## config.mk

```make
export PLATFORM = sky130hd
export DESIGN_NAME = aes256_round_ctrl
export DESIGN_NICKNAME = d
export VERILOG_FILES = /design/src/rtl/aes256_round_ctrl.sv
export SDC_FILE = /design/constraint.sdc
export NUM_CORES = 1
export LEC_CHECK = 0
export ABC_AREA = 0
export BUFFER_PORTS_ARGS = -buffer_cell sky130_fd_sc_hd__buf_4
export CORE_AREA = 2 2 39 41
export CTS_BUF_LIST = sky130_fd_sc_hd__clkbuf_4
export DETAILED_ROUTE_END_ITERATION = 8
export DIE_AREA = 0 0 41 43
export PLACE_DENSITY = 0.91
export SYNTH_ARGS = -nofsm -noshare
export SYNTH_HDL_FRONTEND = slang
export SYNTH_SLANG_ARGS = --single-unit
```

## constraint.sdc

```tcl
create_clock -name clk -period 4.4 [get_ports clk]
set_input_delay 0.22 -clock clk [delete_from_list [all_inputs] [get_ports clk]]
set_output_delay 0.22 -clock clk [all_outputs]
set_load 0.02 [all_outputs]
```

## src/rtl/aes256_round_ctrl.sv

```systemverilog
// AES-256 encrypt sequencer: load NB columns, ARK0 + NR rounds keyed per round, drain NB columns; 25-cycle minimum start-to-done.
// Stalls without timeout on in_full=0, key_ready=0 or out_full=1; optional abort input under AES_RCTRL_ABORT_EN.
module aes256_round_ctrl #(
  parameter int NR = 14,
  parameter int NB = 4
) (
  input  logic       clk,
  input  logic       reset,
  input  logic       start,
`ifdef AES_RCTRL_ABORT_EN
  input  logic       abort,
`endif
  input  logic       in_full,
  output logic       in_rd_en,
  input  logic       key_ready,
  output logic       key_req,
  output logic [3:0] round_key_idx,
  output logic       en_ark,
  output logic       en_sub,
  output logic       en_shift,
  output logic       en_mix,
  output logic [1:0] col_idx,
  output logic       out_wr_en,
  input  logic       out_full,
  output logic [3:0] round,
  output logic       busy,
  output logic       done
);

  typedef enum logic [2:0] {
    S_IDLE, S_LOAD, S_ARK0, S_ROUND, S_FINAL, S_DRAIN, S_DONE
  } state_t;

  state_t     state, state_nxt;
  logic [3:0] round_nxt;
  logic [1:0] col_nxt;
  logic       kill;

`ifdef AES_RCTRL_ABORT_EN
  assign kill = abort && (state != S_IDLE);
`else
  assign kill = 1'b0;
`endif

  assign round_key_idx = round;
  assign busy          = (state != S_IDLE) && (state != S_DONE);

  always_ff @(posedge clk or posedge reset) begin
    if (reset) begin
      state   <= S_IDLE;
      round   <= 4'd0;
      col_idx <= 2'd0;
      done    <= 1'b0;
    end else begin
      state   <= state_nxt;
      round   <= round_nxt;
      col_idx <= col_nxt;
      done    <= (state_nxt == S_DONE);
    end
  end

  always_comb begin
    state_nxt = state;
    round_nxt = round;
    col_nxt   = col_idx;
    in_rd_en  = 1'b0;
    key_req   = 1'b0;
    en_ark    = 1'b0;
    en_sub    = 1'b0;
    en_shift  = 1'b0;
    en_mix    = 1'b0;
    out_wr_en = 1'b0;

    case (state)
      S_IDLE: begin
        if (start) state_nxt = S_LOAD;
      end
      S_LOAD: begin
        in_rd_en = in_full;
        if (in_full) begin
          if (col_idx == 2'(NB - 1)) begin
            col_nxt   = 2'd0;
            state_nxt = S_ARK0;
          end else begin
            col_nxt = col_idx + 2'd1;
          end
        end
      end
      S_ARK0: begin
        key_req = 1'b1;
        if (key_ready) begin
          en_ark    = 1'b1;
          round_nxt = 4'd1;
          state_nxt = S_ROUND;
        end
      end
      S_ROUND: begin
        key_req = 1'b1;
        if (key_ready) begin
          en_sub    = 1'b1;
          en_shift  = 1'b1;
          en_mix    = 1'b1;
          en_ark    = 1'b1;
          round_nxt = round + 4'd1;
          if (round == 4'(NR - 1)) state_nxt = S_FINAL;
        end
      end
      S_FINAL: begin
        // Last round skips MixColumns; round stays at NR through the drain.
        key_req = 1'b1;
        if (key_ready) begin
          en_sub    = 1'b1;
          en_shift  = 1'b1;
          en_ark    = 1'b1;
          state_nxt = S_DRAIN;
        end
      end
      S_DRAIN: begin
        out_wr_en = !out_full;
        if (!out_full) begin
          if (col_idx == 2'(NB - 1)) begin
            col_nxt   = 2'd0;
            state_nxt = S_DONE;
          end else begin
            col_nxt = col_idx + 2'd1;
          end
        end
      end
      S_DONE: begin
        round_nxt = 4'd0;
        state_nxt = S_IDLE;
      end
      default: state_nxt = S_IDLE;
    endcase

    // Abort wins over any step issued in the same cycle.
    if (kill) begin
      state_nxt = S_IDLE;
      round_nxt = 4'd0;
      col_nxt   = 2'd0;
      in_rd_en  = 1'b0;
      key_req   = 1'b0;
      en_ark    = 1'b0;
      en_sub    = 1'b0;
      en_shift  = 1'b0;
      en_mix    = 1'b0;
      out_wr_en = 1'b0;
    end
  end

endmodule

```

# Word level (Yosys, flattened, before mapping)
# Index checks and enable logic that the tools add are counted.
[totals]
register_bits = 10
latchBits = 0
ram_bits = 0
mem_bits_ro = 0
output_inout_bits = 19
word_cells = 54
n_memories = 0
[classes]
add_sub_neg = 2
mul = 0
div_mod_pow = 0
n_lt_le_gt_ge = 0
eq_ne = 14
shift = 0
mux = 24
bitwise = 0
reduce_logical = 10
[op_table]
columns = ["op", "count"]
rows = [
  ["$mux W3", 9],
  ["$pmux W3 S6", 1],
  ["$eq A3 B3 Y1 const B", 4],
  ["$pmux W4 S3", 1],
  ["$mux W4", 2],
  ["$ne A2 B2 Y1 const B", 4],
  ["$mux W1", 7],
  ["$eq A3 B2 Y1 const B", 2],
  ["$mux W2", 3],
  ["$reduce_and A3 Y1", 2],
  ["$reduce_bool A3 Y1", 2],
  ["$add A4 B1 Y4 const B", 1],
  ["$eq A4 B4 Y1 const B", 1],
  ["$pmux W2 S2", 1],
  ["$eq A3 B1 Y1 const B", 1],
  ["$logic_not A3 Y1", 1],
  ["$ne A3 B3 Y1 const B", 1],
  ["$reduce_or A3 Y1", 1],
  ["$add A2 B1 Y2 const B", 1],
  ["$eq A2 B2 Y1 const B", 1],
  ["$reduce_bool A2 Y1", 1],
  ["$reduce_or A2 Y1", 1],
  ["$logic_and A1 B1 Y1", 1],
  ["$logic_not A1 Y1", 1],
]

# Depth between registers and ports, before layout
[logic_depth]
depth_word = 5
mapped_depth = 5
ltp_nobuf = 5

# Worst setup path after synthesis
# OpenSTA, ideal clock, no wires.
[synth_path]
path_kind = "register -> output"
from = "register state[1]"
to = "output en_ark"
arrival_time_ps = 1414
required_ps = 4180
slack_ps = 2766
stages_incl_launch_ff = 4
path_buffers = 0
cell_sequence = "dfrtp_1 -> nand2b_1 -> o21ai_0 -> and2_1"
[synth_via]
elab_chain_len = 3
[synth_rtl]
columns = ["item", "line", "source"]
rows = [
  ["start: declaration", "34", "state_t state, state_nxt;"],
  ["start signal: assignment", "55", "state <= state_nxt;"],
  ["$eq A3 B3 Y1 or $eq A3 B2 Y1 (tied branches)", "74", "case (state)"],
  ["$reduce_or A3 Y1 (no source line) *", "--", ""],
  ["$mux W1 *", "--", ""],
  ["end: declaration", "18", "output logic en_ark,"],
]
# Every way passes the cells marked *; elsewhere a longest branch is shown, timed or not.

# Worst setup path in the final report
[layout_path]
from = "register state[2]"
to = "output en_ark"
# Same word-level chain as after synthesis.

==> results_dict.tcl <==
set metrics [dict create \
    status "completed" \
    dieArea_um2 1763 \
    p_leak_nw 0.4048 \
    holdCritPathClass "primary input to flop" \
    synthToLayoutAreaGrowth_pct 25.49 \
    io_pins 25 \
    ir_worst_vdd_mv 0.3937 \
    grtUsageMet3_pct 4.712 \
    overflow 0 \
    grt_pass1_vias 614 \
    path_clk_slew_ns 0.07 \
    h-tree-depth 1 \
    hold_viol_final 0 \
    port-buffer-count 24 \
    clock-root-buffer "clkbuf_4" \
    endpoint_kind "primary output" \
    die_h_um 43 \
    synthTopCellsByArea "dfrtp_1, buf_4, ha_1" \
    cts.sinks 10 \
    hpwlAfterDp_um 1227 \
    antenna_found_initial 0 \
    synth-seq-cells 10 \
    diodes 0 \
    top_usage_layer "met2" \
    clock_latency_ns 0.28 \
    netlist_instances 76 \
    floorplan.initialDensity_pct 50.36 \
    cts_setup_buffers 0 \
    nNetsFinal 107 \
    critical_path_required_ns 4.18 \
    ys.flop_type "dfrtp_1" \
    grt_max_degree 17 \
    place_ws_ns 2.829 \
    syn_area_um2 696.9 \
    instances_no_fill 113 \
    setup_viol 0 \
    worstPathCellList "nand2b_1 > o21ai_0 > and2_1 > buf_4" \
    slew_viol_final 0 \
    crit_arrival_ns 1.58 \
    yosysSeqAreaShare_pct 35.91 \
    synth_top_area_cell "dfrtp_1" \
    slew_headroom_pct 70.91 \
    ys_async_sr_fraction_pct 100.0 \
    tightest_slew_ns 0.4363 \
    grt_use_met2_pct 35.31 \
    critical_path_class "flop to primary output" \
    critPathMaxStageDelay_ns 0.61 \
    drc 0 \
    yosysWarningCount 0 \
    cts_buffer_depth 2 \
    track_usage_pct 24.06 \
    grt_pass1_wl_um 2753 \
    dr.pass1.iters 4 \
    grtUsageMet1_pct 28.67 \
    maxCapViolations 0 \
    wl_per_cell_um 14.50 \
    cts_tree "done" \
    final_layout_size_suffix_gt1_share_pct 32.99 \
    final_common_cell "buf_4" \
    postRouteAntennaNets 0 \
    fillers 121 \
    drt_iter0_markers 11 \
    rsz0062_at_grt "false" \
    fin_skew_ns 0.004607 \
    placed_cells 108 \
    finalCritPeriodShare_pct 40.85 \
    wl_um 1639 \
    synth_edf_count 0 \
    synth_top_area_share_pct 35.91 \
    syn_nets 85 \
    die_w_um 41 \
    worst_slack_ns 2.603 \
    cts-buffers-inserted 3 \
    r2r_slack_ns 2.81 \
    rows 14 \
    routed_via_density 5.885 \
    clock.fmax_mhz 556.4 \
    avgSynthCellArea_um2 9.170 \
    cp_top_family "flip-flops" \
    start_kind "flop" \
    finalSetupTns_ns 0 \
    fin_crit_ns 1.797 \
    final_cell_mix "buf_4, dfrtp_1, nand2b_1, nand3_1, o21ai_0" \
    cp_slowest_cell "dfrtp_1" \
    power.density_nw_per_um2 778.1 \
    cp_num_buf_inv 1 \
    crit_fanout 16 \
    via_count 665 \
    synth.distinct_cells 33 \
    coreArea_um2 1384 \
    routabilityCongestion 0.7963 \
]
logic make-up (layout without fill, tap and decap cells):
kind of cell               after synthesis  in the layout  synth area share [%]
buffers and inverters                   14             35                 12.03
and+or+nand+nor                         29             29                 24.78
AOI/OAI and AO/OA                       18             18                 18.67
adders and majority gates                3              3                 5.387
DFF                                     10             10                 35.91
muxes                                    2              2                 3.231
registers in the layout (all words and copies together), names as in the netlist:
| name | cells |
|---|---|
| done | 1 |
| state | 3 |
| col_idx | 2 |
| round | 4 |
cells in the mapped netlist, types with 3 or more instances:
cell      number
dfrtp_1       10
nand2b_1       6
nand3_1        6
buf_4          5
o21ai_0        5
inv_1          4
ha_1           3
nor2b_1        3
metal layers:
| metal | share of wire [%] | vias to the layer above |
|---|---|---|
| met4 | 3.7 | 0 |
| li1 | - | 311 |
| met1 | 39 | 321 |
| met3 | 5.1 | 5 |
| met2 | 52 | 28 |
| met5 | 0 | - |
layout make-up:
cell class | count | area (um2) | share of cell area (%)
Timing Repair Buffer | 25 | 190.2 | 21.75
Sequential cell | 10 | 250.2 | 28.61
Multi-Input combinational cell | 52 | 362.8 | 41.49
Tap cell | 16 | 20.02 | 2.289
Inverter | 6 | 25.02 | 2.861
Clock inverter | 1 | 3.754 | 0.4292
Clock buffer | 3 | 22.52 | 2.575
through the flow:
| stage | total power [mW] | area (um2) | hold WS (ns) | utilization (%) |
|---|---|---|---|---|
| floorplan | 0.4918 | 696.9 | 0.06018 | - |
| global placement | 0.5906 | 838.3 | 0.2218 | 60.58 |
| CTS | 0.6811 | 874.6 | 0.2591 | 63.20 |
| global route | 0.7378 | 874.6 | 0.2614 | 63.20 |
| finish | 0.6805 | 874.6 | 0.2570 | 63.20 |
| detailed placement | 0.6123 | 838.3 | 0.2279 | 60.58 |
worst paths after layout:
kind,from,endpoint,cells after the start
max,state[2]$_DFF_PP0_,en_ark,4
min,key_ready,state[0]$_DFF_PP0_,3
max reg2reg,state[2]$_DFF_PP0_,col_idx[1]$_DFFE_PP0P_,3
min reg2reg,col_idx[1]$_DFFE_PP0P_,col_idx[1]$_DFFE_PP0P_,1
max in group asynchronous,reset,round[1]$_DFFE_PP0P_,3
min in group asynchronous,reset,done$_DFF_PP0_,3
worst register-to-register path, delay by kind of cell, from the launching register on:
family           cells  cell delay [ns]
AO/OA/AOI/OAI        1             0.33
AND/OR/NAND/NOR      1             0.24
flip-flops           1             0.54
multiplexers         1             0.37
timing repair:
action	4_1_cts	5_1_grt
setup endpoints to repair	0	0
hold buffers	1	0
hold endpoints to repair	10	0
resized for setup	0	0
where the power goes:
group	internal, mW	switching (mW)
Combinational	0.188	0.218
Clock	0.0329	0.0355
Sequential	0.130	0.0756
Power figures use the tool's default switching activity.
